**src/rtl/axi_rw_bridge.sv**
```systemverilog
// axi_rw_bridge: arbitrates fetch and load/store requests onto one AXI4 master.
// Define AXI_BRIDGE_ERR_EN to add if_err_o/mem_err_o response-error flags.
`ifndef AXI_ADDR_WIDTH
`define AXI_ADDR_WIDTH 64
`endif
`ifndef AXI_DATA_WIDTH
`define AXI_DATA_WIDTH 64
`endif

module axi_rw_bridge #(
  parameter int ADDR_W = `AXI_ADDR_WIDTH,
  parameter int DATA_W = `AXI_DATA_WIDTH,
  parameter int ID_W   = 4
) (
  input  logic                clk,
  input  logic                rst,
  input  logic                if_valid_i,
  input  logic [ADDR_W-1:0]   if_addr_i,
  output logic                if_ready_o,
  output logic [DATA_W-1:0]   if_rdata_o,
  input  logic                mem_valid_i,
  input  logic                mem_wen_i,
  input  logic [ADDR_W-1:0]   mem_addr_i,
  input  logic [DATA_W-1:0]   mem_wdata_i,
  input  logic [DATA_W/8-1:0] mem_wstrb_i,
  input  logic [2:0]          mem_size_i,
  output logic                mem_ready_o,
  output logic [DATA_W-1:0]   mem_rdata_o,
`ifdef AXI_BRIDGE_ERR_EN
  output logic                if_err_o,
  output logic                mem_err_o,
`endif
  output logic [ID_W-1:0]     axi_aw_id_o,
  output logic [ADDR_W-1:0]   axi_aw_addr_o,
  output logic [7:0]          axi_aw_len_o,
  output logic [2:0]          axi_aw_size_o,
  output logic [1:0]          axi_aw_burst_o,
  output logic                axi_aw_lock_o,
  output logic [3:0]          axi_aw_cache_o,
  output logic [2:0]          axi_aw_prot_o,
  output logic [3:0]          axi_aw_qos_o,
  output logic [3:0]          axi_aw_region_o,
  output logic                axi_aw_user_o,
  output logic                axi_aw_valid_o,
  input  logic                axi_aw_ready_i,
  output logic [DATA_W-1:0]   axi_w_data_o,
  output logic [DATA_W/8-1:0] axi_w_strb_o,
  output logic                axi_w_last_o,
  output logic                axi_w_user_o,
  output logic                axi_w_valid_o,
  input  logic                axi_w_ready_i,
  input  logic [ID_W-1:0]     axi_b_id_i,
  input  logic [1:0]          axi_b_resp_i,
  input  logic                axi_b_user_i,
  input  logic                axi_b_valid_i,
  output logic                axi_b_ready_o,
  output logic [ID_W-1:0]     axi_ar_id_o,
  output logic [ADDR_W-1:0]   axi_ar_addr_o,
  output logic [7:0]          axi_ar_len_o,
  output logic [2:0]          axi_ar_size_o,
  output logic [1:0]          axi_ar_burst_o,
  output logic                axi_ar_lock_o,
  output logic [3:0]          axi_ar_cache_o,
  output logic [2:0]          axi_ar_prot_o,
  output logic [3:0]          axi_ar_qos_o,
  output logic [3:0]          axi_ar_region_o,
  output logic                axi_ar_user_o,
  output logic                axi_ar_valid_o,
  input  logic                axi_ar_ready_i,
  input  logic [ID_W-1:0]     axi_r_id_i,
  input  logic [DATA_W-1:0]   axi_r_data_i,
  input  logic [1:0]          axi_r_resp_i,
  input  logic                axi_r_last_i,
  input  logic                axi_r_user_i,
  input  logic                axi_r_valid_i,
  output logic                axi_r_ready_o
);

  typedef enum logic [2:0] {IDLE, RD_ADDR, RD_DATA, WR_REQ, WR_RESP} state_t;

  state_t                r_state, w_next;
  logic [ADDR_W-1:0]     r_addr;
  logic [DATA_W-1:0]     r_wdata, r_if_rdata, r_mem_rdata;
  logic [DATA_W/8-1:0]   r_wstrb;
  logic [2:0]            r_size;
  logic                  r_is_mem, r_aw_done, r_w_done;
  logic                  r_if_ready, r_mem_ready;
  logic                  w_if_req, w_mem_req;
  logic                  w_aw_hs, w_w_hs, w_aw_ok, w_w_ok;

  // A requester still sees valid during its ready pulse; mask it so it is not re-served.
  assign w_mem_req = mem_valid_i & ~r_mem_ready;
  assign w_if_req  = if_valid_i & ~r_if_ready;
  assign w_aw_hs   = axi_aw_valid_o & axi_aw_ready_i;
  assign w_w_hs    = axi_w_valid_o & axi_w_ready_i;
  assign w_aw_ok   = r_aw_done | w_aw_hs;
  assign w_w_ok    = r_w_done | w_w_hs;

  always_ff @(posedge clk) begin
    if (rst) r_state <= IDLE;
    else     r_state <= w_next;
  end

  always_comb begin
    w_next = r_state;
    unique case (r_state)
      IDLE: begin
        if (w_mem_req)     w_next = mem_wen_i ? WR_REQ : RD_ADDR;
        else if (w_if_req) w_next = RD_ADDR;
      end
      RD_ADDR: if (axi_ar_ready_i)     w_next = RD_DATA;
      RD_DATA: if (axi_r_valid_i)      w_next = IDLE;
      WR_REQ:  if (w_aw_ok && w_w_ok)  w_next = WR_RESP;
      WR_RESP: if (axi_b_valid_i)      w_next = IDLE;
      default: w_next = IDLE;
    endcase
  end

  always_comb begin
    axi_ar_valid_o = 1'b0;
    axi_r_ready_o  = 1'b0;
    axi_aw_valid_o = 1'b0;
    axi_w_valid_o  = 1'b0;
    axi_b_ready_o  = 1'b0;
    unique case (r_state)
      RD_ADDR: axi_ar_valid_o = 1'b1;
      RD_DATA: axi_r_ready_o  = 1'b1;
      WR_REQ: begin
        axi_aw_valid_o = ~r_aw_done;
        axi_w_valid_o  = ~r_w_done;
      end
      WR_RESP: axi_b_ready_o = 1'b1;
      default: ;
    endcase
  end

  always_ff @(posedge clk) begin
    if (rst) begin
      r_addr      <= '0;
      r_wdata     <= '0;
      r_wstrb     <= '0;
      r_size      <= '0;
      r_is_mem    <= 1'b0;
      r_aw_done   <= 1'b0;
      r_w_done    <= 1'b0;
      r_if_rdata  <= '0;
      r_mem_rdata <= '0;
      r_if_ready  <= 1'b0;
      r_mem_ready <= 1'b0;
    end else begin
      r_if_ready  <= 1'b0;
      r_mem_ready <= 1'b0;
      unique case (r_state)
        IDLE: begin
          r_aw_done <= 1'b0;
          r_w_done  <= 1'b0;
          if (w_mem_req) begin
            r_is_mem <= 1'b1;
            r_addr   <= mem_addr_i;
            r_wdata  <= mem_wdata_i;
            r_wstrb  <= mem_wstrb_i;
            r_size   <= mem_size_i;
          end else if (w_if_req) begin
            r_is_mem <= 1'b0;
            r_addr   <= if_addr_i;
            r_wdata  <= '0;
            r_wstrb  <= '0;
            r_size   <= 3'd3;
          end
        end
        RD_DATA: begin
          if (axi_r_valid_i) begin
            if (r_is_mem) begin
              r_mem_rdata <= axi_r_data_i;
              r_mem_ready <= 1'b1;
            end else begin
              r_if_rdata <= axi_r_data_i;
              r_if_ready <= 1'b1;
            end
          end
        end
        WR_REQ: begin
          if (w_aw_hs) r_aw_done <= 1'b1;
          if (w_w_hs)  r_w_done  <= 1'b1;
        end
        WR_RESP: if (axi_b_valid_i) r_mem_ready <= 1'b1;
        default: ;
      endcase
    end
  end

  assign if_ready_o  = r_if_ready;
  assign if_rdata_o  = r_if_rdata;
  assign mem_ready_o = r_mem_ready;
  assign mem_rdata_o = r_mem_rdata;

  assign axi_aw_id_o     = ID_W'(1);
  assign axi_aw_addr_o   = r_addr;
  assign axi_aw_len_o    = 8'd0;
  assign axi_aw_size_o   = r_size;
  assign axi_aw_burst_o  = 2'b01;
  assign axi_aw_lock_o   = 1'b0;
  assign axi_aw_cache_o  = 4'd0;
  assign axi_aw_prot_o   = 3'b000;
  assign axi_aw_qos_o    = 4'd0;
  assign axi_aw_region_o = 4'd0;
  assign axi_aw_user_o   = 1'b0;
  assign axi_w_data_o    = r_wdata;
  assign axi_w_strb_o    = r_wstrb;
  assign axi_w_last_o    = 1'b1;
  assign axi_w_user_o    = 1'b0;
  assign axi_ar_id_o     = ID_W'(r_is_mem);
  assign axi_ar_addr_o   = r_addr;
  assign axi_ar_len_o    = 8'd0;
  assign axi_ar_size_o   = r_size;
  assign axi_ar_burst_o  = 2'b01;
  assign axi_ar_lock_o   = 1'b0;
  assign axi_ar_cache_o  = 4'd0;
  assign axi_ar_prot_o   = 3'b000;
  assign axi_ar_qos_o    = 4'd0;
  assign axi_ar_region_o = 4'd0;
  assign axi_ar_user_o   = 1'b0;

`ifdef AXI_BRIDGE_ERR_EN
  logic r_if_err, r_mem_err;
  logic w_unused;

  always_ff @(posedge clk) begin
    if (rst) begin
      r_if_err  <= 1'b0;
      r_mem_err <= 1'b0;
    end else begin
      r_if_err  <= 1'b0;
      r_mem_err <= 1'b0;
      if (r_state == RD_DATA && axi_r_valid_i) begin
        if (r_is_mem) r_mem_err <= |axi_r_resp_i;
        else          r_if_err  <= |axi_r_resp_i;
      end
      if (r_state == WR_RESP && axi_b_valid_i)
        r_mem_err <= |axi_b_resp_i;
    end
  end

  assign if_err_o  = r_if_err;
  assign mem_err_o = r_mem_err;
  assign w_unused  = ^{axi_b_id_i, axi_b_user_i, axi_r_id_i,
                       axi_r_last_i, axi_r_user_i};
`else
  logic w_unused;
  assign w_unused = ^{axi_b_id_i, axi_b_user_i, axi_r_id_i,
                      axi_r_last_i, axi_r_user_i,
                      axi_r_resp_i, axi_b_resp_i};
`endif

endmodule

```
**config.mk**
```make
export PLATFORM = sky130hd
export DESIGN_NAME = axi_rw_bridge
export DESIGN_NICKNAME = d
export VERILOG_FILES = /design/src/rtl/axi_rw_bridge.sv
export SDC_FILE = /design/constraint.sdc
export NUM_CORES = 1
export LEC_CHECK = 0
export ABC_AREA = 1
export CAP_MARGIN = 20
export CORE_AREA = 2 2 275 277
export DETAILED_ROUTE_END_ITERATION = 10
export DIE_AREA = 0 0 277 279
export HOLD_SLACK_MARGIN = 0.05
export SLEW_MARGIN = 20
export SYNTH_ARGS = -nofsm -noshare
export SYNTH_HDL_FRONTEND = slang
export SYNTH_SLANG_ARGS = --single-unit
```
**constraint.sdc**
```tcl
create_clock -name clk -period 2.62 [get_ports clk]
set_input_delay 0.262 -clock clk [delete_from_list [all_inputs] [get_ports clk]]
set_output_delay 0.262 -clock clk [all_outputs]
set_load 0.02 [all_outputs]
```
Yosys cells after proc, flatten, opt, wreduce, memory -nomap -nowiden
Cells that the tools add are included.

Eq/ne operators: 11. Mux-type cells: 32. Bitwise gates (word level): 13. Reductions and logical operators: 11.

Operators by type and width (number): $mux W64 (4); $mux W3 (8); $mux W8 (2); $pmux W3 S5 (1); $mux W1 (13); $ne A2 B2 Y1 const B (6); $not A1 Y1 (7); $eq A3 B2 Y1 const B (2); $pmux W1 S2 (3); $reduce_and A2 Y1 (3); $reduce_and A3 Y1 (2); $reduce_and A5 Y1 (1); $and A1 B1 Y1 (4); $reduce_bool A2 Y1 (2); $eq A3 B1 Y1 const B (1); $eq A3 B3 Y1 const B (1); $logic_not A3 Y1 (1); $ne A3 B3 Y1 const B (1); $reduce_or A3 Y1 (1); $mux W2 (1); $or A1 B1 Y1 (2); $logic_and A1 B1 Y1 (1).

Bits in registers: 275. Output and inout port bits: 405. Logic and storage cells: 79. Bits of input ports: 292.

Longest topological paths before layout
Depth in word-level cells: 7. Gate-level depth with buffers: 10. Depth with buffers taken out: 9.

Least setup slack after synthesis
No wires, ideal clock.

Path kind: register to register. Start: register r_state[1]. End: register r_mem_rdata[10], in the netlist mem_rdata_o[10]. Data arrival time: 1.366 ns. Path slack: 1.141 ns. Setup time: 0.113 ns. Path buffers: 2. Clock period less this slack: 1.479 ns. Stages on the path, launching flop included: 8. Data required time: 2.507 ns. Cells stage by stage: dfxtp_1 inv_2 nor3_4 nand3_1 buf_2 buf_2 o21ai_1 nor2_1.

Word-level cells in the longest chain between the ends: 2.

Ends and longest elaborated chain: from (decl) (line 81) `state_t r_state, w_next;`; from (signal assigned) (line 101) `else r_state <= w_next;`; $eq A3 B2 Y1 (line 153) `unique case (r_state)`; $reduce_and A3 Y1 (no source line); to (signal assigned) (line 174) `r_mem_rdata <= axi_r_data_i;`; to (decl) (line 83) `logic [DATA_W-1:0] r_wdata, r_if_rdata, r_mem_rdata;`.

No other way between the ends. A chain may end at the register's enable or synchronous reset.

Final worst setup path
Start: register r_state[1]. End: output port axi_w_valid_o.

Word-level cells in the longest chain between the ends: 2.

Ends and longest elaborated chain: $eq A3 B2 Y1 (line 125) `unique case (r_state)`; $mux W1 (line 125); to (decl) (line 50) `output logic axi_w_valid_o,`.

No other way between the ends.

==> results.sh <==
export IMPL_cts_setup_buffers=0
export IMPL_p_per_area_mw_per_mm2=948.2
export IMPL_netlist_top_cells_area="dfxtp_1 48%, nand2_1 12%, nor2_1 11%, buf_4 9.1%, a21oi_1 6.3%"
export IMPL_crit_path_start_kind="register"
export IMPL_fp_row_count=100
export IMPL_hpwl_mm=35.23
export IMPL_yosys_warnings=0
export IMPL_finalCoreUtilization_pct=25.75
export IMPL_finalPower_w=0.01808
export IMPL_antenna_found_initial=4
export IMPL_slew_viol_final=0
export IMPL_synth_top_area_share_pct=48.11
export IMPL_antenna_left=0
export IMPL_die_w_um=277
export IMPL_stdcell_count=3073
export IMPL_syn_area_per_cell_um2=7.265
export IMPL_grt_max_degree=80
export IMPL_grt_pass1_vias=11220
export IMPL_via_count=11540
export IMPL_outcome="finished clean"
export IMPL_synthSimpleGateAreaFrac_pct=23.34
export IMPL_final_cell_mix="617 x clkdlybuf4s50_1, 354 x nand2_1, 335 x nor2_1"
export IMPL_root_buffer="clkbuf_16"
export IMPL_path_clk_slew_ps=60
export IMPL_grt_overflow=0
export IMPL_worstPathArrival_ps=2030
export IMPL_cp_required_ps=2360
export IMPL_seq_power_share_pct=32.1
export IMPL_postCtsHoldBufs=0
export IMPL_numCtsBuffers=34
export IMPL_whs_ps=220.0
export IMPL_slew_headroom_pct=40.09
export IMPL_worstMarginPinSlew_ps=898.6
export IMPL_drt_iter0_drc=518
export IMPL_ys_types=21
export IMPL_vias_per_cell=3.754
export IMPL_path_class="reg2out"
export IMPL_period_minus_slack_ps=2290
export IMPL_clkLatencyLatePin_ps=530
export IMPL_die_area_mm2=0.07728
export IMPL_coreArea_mm2=0.07407
export IMPL_cts_resized=0
export IMPL_wirelength_mm=47.56
export IMPL_path_max_fanout=6
export IMPL_globalplace_congestion=0.7989
export IMPL_setup_viol=0
export IMPL_p_clk_share_pct=25.9
export IMPL_fin_skew_ps=15.28
export IMPL_routedWlPerCell_um=15.48
export IMPL_cap_violations=0
export IMPL_synth_compound_area_share_pct=14.89
export IMPL_finalSetupTns_ps=0
export IMPL_htree_levels=2
export IMPL_drt_first_pass_iters=5
export IMPL_syn2layout_area_growth_pct=66.67
export IMPL_synth_xor_area_share_pct=0
export IMPL_portBuffers=618
export IMPL_start_util_pct=15.45
export IMPL_yosysTopAreaCell="dfxtp_1"
export IMPL_synthMuxAreaShare_pct=0
export IMPL_grt_util_all_layers_pct=11.83
export IMPL_cts_tree="built"
export IMPL_ir_drop_mv=0.4760
export IMPL_cts_max_path_buffers=3
export IMPL_synthArstFlopShare_pct=0
export IMPL_grt_first_pass_wirelength_mm=70.12
export IMPL_ys_ff_latch=275
export IMPL_netlist_instances=1575
export IMPL_synth_fa_ha_area_share_pct=0
export IMPL_dieHeight_um=279
export IMPL_internal_power_w=0.01126
export IMPL_finalCritPeriodShare_pct=87.42
export IMPL_ys_seq_area_share_pct=48.11
export IMPL_p_sw_share_pct=37.75
export IMPL_syn_area_mm2=0.01144
export IMPL_nets=2374
export IMPL_switchingPower_w=0.006825
export IMPL_finalHoldViolCount=0
export IMPL_synthFlopType="dfxtp_1"
export IMPL_drive_gt1_share_pct=4.662
export IMPL_pwr_share_comb_pct=41.9
export IMPL_nFillCells=8112
export IMPL_hold_path_class="in2reg"
export IMPL_dp_cells=3015
export IMPL_drc_errors=0
export IMPL_clock_sinks=275
export IMPL_synth_edf_count=0
export IMPL_rsz0062_at_grt="no"
export IMPL_power_leakage_nw=7.217
export IMPL_io_pins=697
export IMPL_crit_path_end_kind="primary output"
export IMPL_fmaxAchievable_ghz=0.4366
export IMPL_final_common_cell="clkdlybuf4s50_1"
export IMPL_synth_top_family_by_area="simple AND/OR/NAND/NOR gates"
==> sequential cells by signal (all words and copies together) (netlist names), 3 cells and up <==
| signal | count |
|---|---|
| axi_ar_size_o | 3 |
| axi_w_data_o | 64 |
| mem_rdata_o | 64 |
| if_rdata_o | 64 |
| axi_w_strb_o | 8 |
| r_state | 3 |
| axi_ar_addr_o | 64 |
==> area by class of cell <==
cell class	instances	area (um2)	area share, %
tap	969	1212	6.357
sequential	275	5505	28.87
inverter	17	68.82	0.3608
clock buffer	46	977.2	5.124
multi-input combinational	1106	4636	24.31
antenna	2	5.005	0.02624
clock inverter	10	110.1	0.5774
timing repair buffer	648	6556	34.38
==> cell usage after synthesis, types with 2 or more instances <==
cell and n:
buf_1 3, conb_1 2, clkbuf_1 53, clkbuf_2 3, nand3_1 5, o21ai_0 137
nand2_2 3, nand2_1 357, nor2_1 335, dfxtp_1 275, o21ai_1 59, inv_2 6
buf_2 37, a21oi_1 143, inv_1 11, buf_6 4, buf_4 138
==> metal layers <==
layer | GRT usage (%) | wire length [um] | up-vias
li1 | - | - | 5832
met2 | 20.38 | 23430 | 440
met3 | 3.774 | 3780 | 64
met5 | 0 | 25 | -
met4 | 3.888 | 1220 | 4
met1 | 13.87 | 19110 | 5195
==> power groups by stage <==
stage | clock network [W] | logic (W) | registers (W)
global route | 0.00505 | 0.00815 | 0.00593
global placement | 0 | 0.00764 | 0.00588
detailed placement | 0 | 0.00764 | 0.00590
finish | 0.00469 | 0.00758 | 0.00581
CTS | 0.00489 | 0.00767 | 0.00583
floorplan | 0 | 0.00342 | 0.00676
==> cells by family (layout without fill, tap and decap cells) <==
logic type | after synthesis | after routing
other | 2 | 65
DFF | 275 | 275
AOI/OAI and AO/OA | 340 | 340
and+or+nand+nor | 703 | 703
buffers and inverters | 255 | 721
==> per-stage QoR <==
step	cell area (um2)	worst slack, ps
4_1_cts	19070	266.0
3_3_place_gp	17980	507.4
5_1_grt	19070	193.9
3_5_place_dp	17980	519.8
2_1_floorplan	11670	1141
6_report	19070	329.6
==> worst max-delay path, stage by stage, from the launching register on <==
cell             delay [ps]
dfxtp_1                 440
nand3_1                 190
nor2_1                  220
clkdlybuf4s50_1         660
==> worst paths after layout <==
| path | start | cells past startpoint | slack (ps) | endpoint |
|---|---|---|---|---|
| worst max-delay path | r_state[1]$_SDFFE_PP0P_ | 3 | 330 | axi_w_valid_o |
| worst min-delay path | rst | 4 | 220 | mem_rdata_o[16]$_SDFFE_PP0P_ |
| worst max register to register | r_state[1]$_SDFFE_PP0P_ | 6 | 790 | axi_ar_addr_o[49]$_SDFFE_PP0P_ |
| worst min register to register | axi_w_data_o[46]$_SDFFE_PP0P_ | 2 | 460 | axi_w_data_o[46]$_SDFFE_PP0P_ |
(Power assumes the default switching activity.)
